File: src/rtl/counter_pkg.sv
// Shared constants and elaboration-time helpers for the parametrised counter family.
package counter_pkg;

    localparam int MODE_WRAP = 0;
    localparam int MODE_SAT  = 1;

    // Bits needed to hold the values 0..v-1.
    function automatic int clog2(input int v);
        int r;
        r = 0;
        while ((1 << r) < v) begin
            r = r + 1;
        end
        return r;
    endfunction

endpackage

File: src/rtl/updown_next.sv
// Combinational next-count and flag logic for the up/down counter.
// Arithmetic is done one bit wider than the count so carries are visible.
module updown_next
    import counter_pkg::*;
#(
    parameter int WIDTH   = 4,
    parameter int MODULUS = 16,
    parameter int STEP    = 1,
    parameter int SAT     = MODE_WRAP
) (
    input  logic [WIDTH-1:0] count,
    input  logic             up,
    output logic [WIDTH-1:0] nxt,
    output logic             ovf_nxt,
    output logic             unf_nxt
);

    localparam logic [WIDTH:0] MAX_X  = (WIDTH+1)'(MODULUS - 1);
    localparam logic [WIDTH:0] STEP_X = (WIDTH+1)'(STEP);
    localparam logic [WIDTH:0] MOD_X  = (WIDTH+1)'(MODULUS);

    logic [WIDTH:0] cnt_x;
    logic [WIDTH:0] sum_x;

    always_comb begin
        cnt_x   = {1'b0, count};
        sum_x   = cnt_x + STEP_X;
        nxt     = count;
        ovf_nxt = 1'b0;
        unf_nxt = 1'b0;
        if (up) begin
            if (sum_x <= MAX_X) begin
                nxt = WIDTH'(sum_x);
            end else if (SAT == MODE_SAT) begin
                // Already pinned at MAX: no new event, so no pulse.
                nxt     = WIDTH'(MAX_X);
                ovf_nxt = (cnt_x != MAX_X);
            end else begin
                nxt     = WIDTH'(sum_x - MOD_X);
                ovf_nxt = 1'b1;
            end
        end else begin
            if (cnt_x >= STEP_X) begin
                nxt = WIDTH'(cnt_x - STEP_X);
            end else if (SAT == MODE_SAT) begin
                nxt     = '0;
                unf_nxt = (cnt_x != '0);
            end else begin
                nxt     = WIDTH'(cnt_x + MOD_X - STEP_X);
                unf_nxt = 1'b1;
            end
        end
    end

endmodule

File: src/rtl/updown_counter_param.sv
// Parametrised up/down counter: wrap or saturate, synchronous load, and
// registered one-cycle overflow/underflow pulses.
module updown_counter_param
    import counter_pkg::*;
#(
    parameter int WIDTH   = 4,
    parameter int MODULUS = 16,
    parameter int STEP    = 1,
    parameter int SAT     = MODE_WRAP
) (
    input  logic             clk,
    input  logic             reset,
    input  logic             en,
    input  logic             up,
    input  logic             load,
    input  logic [WIDTH-1:0] load_val,
    output logic [WIDTH-1:0] count,
    output logic             ovf,
    output logic             unf,
    output logic             at_max,
    output logic             at_min
);

    localparam logic [WIDTH:0] MAX_X = (WIDTH+1)'(MODULUS - 1);

    if (WIDTH < 2) begin : g_bad_width
        $error("updown_counter_param: WIDTH must be >= 2");
    end
    if (MODULUS < 2 || clog2(MODULUS) > WIDTH) begin : g_bad_modulus
        $error("updown_counter_param: MODULUS must be in 2..2**WIDTH");
    end
    if (STEP < 1 || STEP >= MODULUS) begin : g_bad_step
        $error("updown_counter_param: STEP must be in 1..MODULUS-1");
    end
    if (SAT != MODE_WRAP && SAT != MODE_SAT) begin : g_bad_sat
        $error("updown_counter_param: SAT must be 0 or 1");
    end

    logic [WIDTH-1:0] count_reg;
    logic             ovf_reg;
    logic             unf_reg;
    logic [WIDTH-1:0] step_nxt;
    logic             step_ovf;
    logic             step_unf;
    logic [WIDTH-1:0] load_clamped;

    updown_next #(
        .WIDTH   (WIDTH),
        .MODULUS (MODULUS),
        .STEP    (STEP),
        .SAT     (SAT)
    ) u_next (
        .count   (count_reg),
        .up      (up),
        .nxt     (step_nxt),
        .ovf_nxt (step_ovf),
        .unf_nxt (step_unf)
    );

    // Out-of-range loads clamp silently to MAX.
    assign load_clamped = ({1'b0, load_val} > MAX_X) ? WIDTH'(MAX_X) : load_val;

    always_ff @(posedge clk) begin
        if (reset) begin
            count_reg <= '0;
            ovf_reg   <= 1'b0;
            unf_reg   <= 1'b0;
        end else if (load) begin
            count_reg <= load_clamped;
            ovf_reg   <= 1'b0;
            unf_reg   <= 1'b0;
        end else if (en) begin
            count_reg <= step_nxt;
            ovf_reg   <= step_ovf;
            unf_reg   <= step_unf;
        end else begin
            ovf_reg   <= 1'b0;
            unf_reg   <= 1'b0;
        end
    end

    assign count  = count_reg;
    assign ovf    = ovf_reg;
    assign unf    = unf_reg;
    assign at_max = ({1'b0, count_reg} == MAX_X);
    assign at_min = (count_reg == '0);

endmodule
File: config.mk
export PLATFORM = sky130hd
export DESIGN_NAME = updown_counter_param
export DESIGN_NICKNAME = d
export VERILOG_FILES = /design/src/rtl/counter_pkg.sv /design/src/rtl/updown_next.sv /design/src/rtl/updown_counter_param.sv
export SDC_FILE = /design/constraint.sdc
export NUM_CORES = 1
export LEC_CHECK = 0
export CAP_MARGIN = 10
export CORE_AREA = 8 8 45 47
export DETAILED_ROUTE_END_ITERATION = 6
export DIE_AREA = 0 0 53 55
export MAX_ROUTING_LAYER = met4
export PLACE_DENSITY = 0.67
export SETUP_SLACK_MARGIN = 0.1
export SYNTH_ARGS = -nofsm -noshare
export SYNTH_HDL_FRONTEND = slang
export SYNTH_SLANG_ARGS = --single-unit
File: constraint.sdc
create_clock -name clk -period 2.78 [get_ports clk]
set_input_delay 0.556 -clock clk [delete_from_list [all_inputs] [get_ports clk]]
set_output_delay 0.556 -clock clk [all_outputs]
set_load 0.01 [all_outputs]
# After elaboration in Yosys (flattened, before gate mapping)
# Cells that the tools add are included.
[classes]
muxes = 7
order_cmp = 2
multipliers = 0
n_reduce_logical = 4
shift = 0
n_eq_ne = 1
bitwise = 2
n_div = 0
add_sub_neg = 5
[op_table]
columns = ["op", "n"]
rows = [
  ["$mux 4", 5],
  ["$sub 4x1->4 const B", 3],
  ["$reduce_or 4->1", 2],
  ["$add 4x1->5 const B", 1],
  ["$le 5x4->1 const B", 1],
  ["$add 4x1->4 const B", 1],
  ["$eq 4x4->1 const B", 1],
  ["$ge 4x1->1 const B", 1],
  ["$logic_not 4->1", 1],
  ["$mux 1", 2],
  ["$not 1->1", 2],
  ["$reduce_bool 2->1", 1],
]
[word_totals]
latchBits = 0
word_cells = 24
reg_bits = 6
out_inout_bits = 8
mem_count = 0
mem_bits_ro = 0
ramBits = 0
inputBits = 9

# Longest topological paths before layout
# Gate-level depths: netlist (run 1).
[logic_depth]
depth_word = 6
ltp_mapped = 5
mapped_depth_nobuf = 5

# Hierarchy
# Synthesis (run 1) repeated with hierarchy kept, for this count alone.
[unflattened]
hier_cells = 44
area_unflattened_um2 = 419.2
[by_module_without_submodules]
columns = ["module", "cells_each", "area_per_inst_um2", "n_inst", "seq_area_each_um2"]
rows = [
  ["updown_counter_param", 24, 265.3, 1, 120.1],
  ["updown_next", 20, 153.9, 1, 0.0],
]

# Worst setup path before layout (run 1)
# No wires, ideal clock.
[synth_timing]
kind = "reg-to-reg"
startpoint = "reg count_reg[0] (netlist: count[0])"
endpoint = "reg count_reg[2] (netlist: count[2])"
required_ps = 2658
period_less_slack_ps = 1611
arrival_time_ps = 1489
setup_time_ps = 122
path_stages_with_launch = 6
slack_ps = 1169
cell_sequence = "dfxtp_1 -> inv_1 -> ha_1 -> mux2_4 -> and3_2 -> a311o_1"
[synth_between]
elab_chain_cells = 6
elab_cells_between_ends = 12
classes_between = "5 x add/sub; 2 x order compare; 5 x mux"
[synth_rtl]
columns = ["item", "line_no", "source"]
rows = [
  ["start: declaration", "updown_counter_param.sv:39", "logic [WIDTH-1:0] count_reg;"],
  ["start signal: assignment", "updown_counter_param.sv:69", "count_reg <= load_clamped;"],
  ["start signal: assignment", "updown_counter_param.sv:73", "count_reg <= step_nxt;"],
  ["$add 4x1->4 / $add 4x1->5 (equally long branches)", "updown_next.sv:49, updown_next.sv:27", ""],
  ["$sub 4x1->4 (tied with other cells)", "updown_next.sv:49", "nxt = WIDTH'(cnt_x + MOD_X - STEP_X);"],
  ["$mux 4 (on tied branches)", "updown_next.sv:43, updown_next.sv:32", ""],
  ["$mux 4 *", "updown_next.sv:31", "if (up) begin"],
  ["$mux 4 *", "updown_counter_param.sv:72", "end else if (en) begin"],
  ["$mux 4 *", "updown_counter_param.sv:68", "end else if (load) begin"],
]
# Every way passes the cells marked *; elsewhere a longest branch is shown, timed or not. The select of a mux whose other input is x is not followed.
# A chain may end at the register's enable or synchronous reset.

# Final worst setup path (run 1)
[layout_timing]
startpoint = "reg count_reg[0] (netlist: count[0])"
endpoint = "out at_min"
[layout_between]
elab_chain_cells = 1
[layout_rtl]
columns = ["item", "line_no", "source"]
rows = [
  ["$logic_not 4->1", "updown_counter_param.sv:86", "assign at_min = (count_reg == '0);"],
  ["end: declaration", "updown_counter_param.sv:21", "output logic at_min"],
]
# Every way passes these cells.

==> impl_results.md, run 1 <==
* Root buf cell: clkbuf_4
* Peak VDD IR at 0.000180 V
* Clk Latency, worst-skew pair at 0.25 ns
* Core Area at 0.00138 mm2
* Bufs on Longest Clock Path at 2
* Cells after DPL at 78
* Worst Hold End: ovf
* Max-slew violation count at 0
* CP max stage delay at 0.59 ns
* DR WL met2 at 413 um
* Max FFs per register at 4
* CP Data Required Time at 2.22 ns
* Netlist Area Pre-Place at 435 um2
* Drt wl/cell at 12.1 um
* Fill count at 140
* Type of origin of the critical path: flip-flop
* Worst Skew at 0.00431 ns
* Std cell rows at 14
* Crit path DAT at 1.75 ns
* Combinational share of power at 28.8%
* RR Endpoint: count[2]
* Total power at 260 uW
* Ant. Diodes at 0
* Setup bufs post-CTS at 0
* Setup tns final at 0 ns
* # DRC at 0
* Via count at 407
* Slew HR at 70.4%
* Static leakage at 0.000245 uW
* Final hold violations at 0
* Nets at 80
* Sequential fraction of design power at 39.1%
* Status: completed
* Initial drt markers at 6
* Number of cells upsized or downsized after cts at 0
* Number of H-tree levels at 1
* Cell family with most CP delay: buffers and inverters
* FF-to-FF path depth at 5
* DRT Pass-1 Iters at 4
* Uppermost layer routed: met4
* Syn-to-layout area delta at 44.3%
* F_max at 434 MHz
* Final setup fails at 0
* Slowest CP cell: clkdlybuf4s50_1
* Die span in x at 53 um
* Min Tclk post-route at 2.30 ns
* Critical path buffer and inverter count at 2
* CP Cell Sequence: inv_1, ha_1, nor3b_1, clkdlybuf4s50_1
* Ports at 17
* Met3 WL at 77 um
* Final HPWL DP at 761 um
* Setup CP Type: flip-flop to output pin
* Internal power at 184 uW
* Largest net degree at the start of global routing at 12
* Worst hold path startpoint: count[3]
* Chip height at 55 um
* Routed Antenna Nets at 0
* Initial antenna violation count at 0
* Syn Area/Cell at 9.07 um2
* CTS tree: yes
* Reg clk slew, reported paths at 0.05 ns
* Crit path depth at 4
* First-pass GRT wire length at 1670 um
* R2R setup slack at 1.11 ns
* # hold bufs at CTS at 0
* Least-Margin Pin Slew at 0.442 ns
* CTS Sinks at 6
* Clock group share of total power at 32.1%
* Final cycle utilization of the critical path at 82.9%
* Hold WC Path Type: flip-flop to flip-flop
* RSZ-0062 raised after global routing: no
* Grt ovf at 0
* Count of input and output buffers at 16
* Syn Nets at 61
* Seq/Total Area, Yosys at 27.6%
* YS warnings at 0
* Initial core utilization at 31.5%
* CTS Buf Count at 3
* Yosys cell types at 26
* Sw Share at 29.4%
* Vias in the first global route at 363
* Share of cells above drive strength 1 at 9.23%
* Max cap viols at 0
* Worst setup EP type: output pin
* Final wirelength at 983 um
* P per Cell Area at 414 mW/mm2
* Full die area at 0.00292 mm2
* RR Startpoint: count[0]
* Yosys reg bits at 6
* Avg Vias per Cell at 5.02
* CP Max Fanout at 8
* Hold Path Stages at 2
* Cells after Synth at 48
* Wl on met1 at 465 um
* Final Instance Count excl. Fillers at 81
* Total GRT Usage at 8.28%
* Final RePlAce weighted congestion at 0.759
* Switching power total at 76.4 uW
[cell usage after synthesis]
cell | count | area [um2]
nand3_1 | 1 | 5.00
buf_2 | 2 | 10.0
nor3_1 | 2 | 10.0
a31oi_1 | 1 | 6.26
o2111ai_1 | 1 | 8.76
ha_1 | 4 | 50.1
nand4_1 | 1 | 6.26
mux2i_1 | 1 | 10.0
or4_1 | 1 | 7.51
nor3b_1 | 4 | 30.0
dfxtp_1 | 6 | 120
xnor2_1 | 1 | 8.76
nor2_1 | 2 | 7.51
a221oi_1 | 1 | 8.76
nand2_1 | 2 | 7.51
a311o_1 | 1 | 10.0
and3_1 | 1 | 6.26
mux2_4 | 1 | 15.0
inv_1 | 6 | 22.5
or4b_1 | 1 | 10.0
a2111oi_4 | 1 | 27.5
nor4b_1 | 1 | 8.76
and3_2 | 1 | 7.51
nand3b_1 | 1 | 7.51
xor2_1 | 1 | 8.76
a21oi_1 | 3 | 15.0
[power groups by stage]
stage | clock (uW) | combinational (uW) | sequential [uW]
2_1_floorplan | 0 | 39.3 | 104
3_3_place_gp | 0 | 75.5 | 103
3_5_place_dp | 0 | 75.3 | 103
4_1_cts | 88.0 | 76.0 | 101
5_1_grt | 95.9 | 82.7 | 103
6_report | 83.5 | 75.0 | 102
[cell families after synthesis]
logic type / synth area share [%]
flops: 27.6
buf+inv: 7.47
simple gates: 26.2
fa+ha+maj: 11.5
xor+xnor: 4.02
compound gates: 17.5
mux: 5.75
[cell usage in the layout, fill, tap and decap left out]
cell             instances
clkdlybuf4s50_1         16
nand2_1                  2
or4_1                    1
nor4b_1                  1
a311o_1                  1
inv_1                    6
nand3_1                  1
xnor2_1                  1
a2111oi_4                1
a31oi_1                  1
nor3b_1                  4
xor2_1                   1
a21oi_1                  3
and3_1                   1
dfxtp_1                  6
a221oi_1                 1
mux2_4                   1
o2111ai_1                1
nand4_1                  1
and3_2                   1
nand3b_1                 1
ha_1                     4
or4b_1                   1
clkbuf_4                 3
mux2i_1                  1
nor3_1                   2
nor2_1                   2
[per-stage QoR]
step | area [um2] | setup slack [ns] | utilization, % | hold slack, ns
floorplan | 435 | 1.17 | - | 0.542
global placement | 606 | 0.716 | 43.8 | 0.557
detailed placement | 606 | 0.705 | 43.8 | 0.541
CTS | 628 | 0.463 | 45.4 | 0.551
global route | 628 | 0.331 | 45.4 | 0.613
finish | 628 | 0.476 | 45.4 | 0.553
[how the worst max path moves through the flow]
stage / start / slack (ns) / end
2_1_floorplan: count[0] / 1.17 / count[2]
3_3_place_gp: up / 0.72 / count[2]
3_5_place_dp: up / 0.71 / count[2]
4_1_cts: count[0] / 0.46 / at_min
5_1_grt: count[0] / 0.33 / at_min
6_report: count[0] / 0.48 / at_min
[tightest hold or removal path, stage by stage (launching register included)]
cell       delay [ns]
dfxtp_1          0.35
o2111ai_1        0.11
nor2_1           0.05
[metal layers]
layer,track usage [%],vias up
met3,3.48,2
met1,9.88,183
met4,9.05,0
met5,-,-
met2,9.38,12
li1,-,210
[cell type report]
class | count | area, um2 | share of cell area (%)
sequential | 6 | 120 | 19.1
multi-input combinational | 34 | 283 | 45.0
clock buffer | 3 | 22.5 | 3.59
timing repair buffer | 16 | 160 | 25.5
inverter | 6 | 22.5 | 3.59
tap | 16 | 20.0 | 3.19
No activity file was read; power rests on OpenSTA's default activity.
==> inputs of run 2 (changes only) <==
==> constraint.sdc (replaced) <==
create_clock -name clk -period 2.3 [get_ports clk]
set_input_delay 0.46 -clock clk [delete_from_list [all_inputs] [get_ports clk]]
set_output_delay 0.46 -clock clk [all_outputs]
set_load 0.01 [all_outputs]
==> impl_results.md, run 2 (same netlist as run 1, synthesis figures left out) <==
* Grt ovf at 0 (unchanged)
* CTS tree: yes
* Final HPWL DP at 822 um (+8.0%)
* Final Instance Count excl. Fillers at 82 (+1.2%)
* Sequential cell area at 121 um2 (+1.0%)
* Peak VDD IR at 0.000252 V (+40%)
* Initial antenna violation count at 0 (unchanged)
* Drt wl/cell at 12.9 um (+6.2%)
* Share of cells above drive strength 1 at 12.1% (+2.9 points)
* Core Area at 0.00138 mm2 (unchanged)
* Initial drt markers at 9 (+3)
* CP max stage delay at 0.53 ns (-0.06 ns)
* Most common cell after layout, fill and taps aside: clkdlybuf4s50_1
* CP Max Fanout at 7 (-1)
* Commonest non-fill, non-tap cells in the layout: clkdlybuf4s50_1, inv_1, dfxtp_1
* Die span in x at 53 um (unchanged)
* CP Data Required Time at 1.84 ns (-0.38 ns)
* Hold WC Path Type: flip-flop to flip-flop
* RR Startpoint: count[1]
* Final RePlAce weighted congestion at 0.770 (+1.4%)
* Min Tclk post-route at 2.09 ns
* Chip height at 55 um (unchanged)
* Via count at 415 (+2.0%)
* Internal power at 221 uW (+20%)
* Sequential fraction of design power at 39.7% (+0.6 points)
* Status: completed
* Avg Vias per Cell at 5.06 (+0.72%)
* Vias in the first global route at 402 (+11%)
* Max FFs per register at 4 (unchanged)
* Multi-input combinational cell area at 283 um2 (unchanged)
* CTS Buf Count at 3 (unchanged)
* Std cell rows at 14 (unchanged)
* Switching power total at 90.1 uW (+18%)
* Combinational share of power at 29.1% (+0.3 points)
* # hold bufs at CTS at 0 (unchanged)
* Worst setup EP type: output pin
* Initial core utilization at 31.5% (unchanged)
* Ports at 17 (unchanged)
* Uppermost layer routed: met4
* Final Core Density at 45.9% (+0.54 points)
* First-pass GRT wire length at 1680 um (+0.42%)
* CP Cell Sequence: ha_1, and3_1, clkdlybuf4s50_1
* Critical path buffer and inverter count at 1 (-1)
* Final hold violations at 0 (unchanged)
* Slowest CP cell: clkdlybuf4s50_1
* Hold slack at 0.579 ns (+0.0261 ns)
* Worst hold path startpoint: count[3]
* Hold Path Stages at 2 (unchanged)
* FF-to-FF path depth at 5 (unchanged)
* Cells after DPL at 79 (+1.3%)
* Clk Latency, worst-skew pair at 0.24 ns (about the same)
* Ant. Diodes at 0 (unchanged)
* Least-Margin Pin Slew at 0.363 ns (-0.0791 ns)
* Fill count at 144 (+2.9%)
* Clock group share of total power at 31.2% (-0.9 points)
* Max cap viols at 0 (unchanged)
* DR WL met2 at 476 um (+15%)
* Total power at 311 uW (+20%)
* Slew HR at 75.7% (+5.3 points)
* Type of origin of the critical path: flip-flop
* Worst Skew at 0.00129 ns (-0.00302 ns)
* Largest net degree at the start of global routing at 10 (-2)
* Total GRT Usage at 8.17% (-0.11 points)
* R2R setup slack at 0.70 ns (-0.41 ns)
* Crit path DAT at 1.63 ns (-0.12 ns)
* RSZ-0062 raised after global routing: no
* Number of H-tree levels at 1 (unchanged)
* Sw Share at 28.9% (-0.44 points)
* RR Endpoint: count[2]
* Reg clk slew, reported paths at 0.05 ns (about the same)
* Worst Hold End: ovf
* Bufs on Longest Clock Path at 2 (unchanged)
* Count of input and output buffers at 16 (unchanged)
* Setup tns final at 0 ns (unchanged)
* Wl on met1 at 470 um (+1.1%)
* Final cycle utilization of the critical path at 90.8%
* F_max at 479 MHz
* Routed Antenna Nets at 0 (unchanged)
* Final setup fails at 0 (unchanged)
* Root buf cell: clkbuf_4
* P per Cell Area at 490 mW/mm2 (+18%)
* Cell family with most CP delay: buffers and inverters
* Launch point of the worst path: count[1]
* DRT Pass-1 Iters at 2 (-2)
* Max-slew violation count at 0 (unchanged)
* Met3 WL at 90 um (+17%)
* Nets at 81 (+1.3%)
* # DRC at 0 (unchanged)
* Full die area at 0.00292 mm2 (unchanged)
* Final wirelength at 1060 um (+7.5%)
* Setup CP Type: flip-flop to output pin
* Static leakage at 0.000253 uW (+3.0%)
* Syn-to-layout area delta at 46.0%
* CTS Sinks at 6 (unchanged)
==> run 2: final cells by class <==
class | instances | area share, %
Timing Repair Buffer | 17 | 26.2
Tap cell | 16 | 3.15
Sequential cell | 6 | 19.1
Clock buffer | 3 | 3.54
Multi-Input combinational cell | 34 | 44.5
Inverter | 6 | 3.54
==> run 2: worst max-delay path by stage <==
stage               end  slack [ns]  depth (start not counted)
2_1_floorplan  count[2]        0.69                          5
3_3_place_gp   count[2]        0.33                          4
3_5_place_dp   count[2]        0.32                          4
4_1_cts          at_max        0.15                          3
5_1_grt          at_max        0.12                          3
6_report         at_max        0.21                          3
==> run 2: metrics by stage <==
stage	worst slack [ns]	instance area [um2]
after global placement	0.333	613
final	0.212	636
after floorplan	0.689	435
after global routing	0.125	636
after detailed placement	0.322	613
after CTS	0.154	634
==> run 2: power groups by stage <==
stage	Sequential, uW	Clock, uW	Combinational [uW]
floorplan	125	0	47.5
global placement	124	0	92.6
detailed placement	125	0	92.6
CTS	123	105	91.5
global route	125	108	99.5
finish	124	97.0	90.6
==> run 2: per-layer routing <==
layer | global-route usage [%] | vias up
met5 | - | -
met1 | 9.28 | 189
met2 | 10.7 | 12
met4 | 7.76 | 0
met3 | 2.94 | 2
li1 | - | 212
==> run 2: timing repair <==
item	CTS	global route
buffers inserted	0	0
setup endpoints to repair	1	1
gates resized for setup	1	1
==> run 2: tightest hold or removal path, stage by stage, from the launching register on <==
cell and delay (ns):
dfxtp_1 0.36, o2111ai_1 0.12, nor2_1 0.05
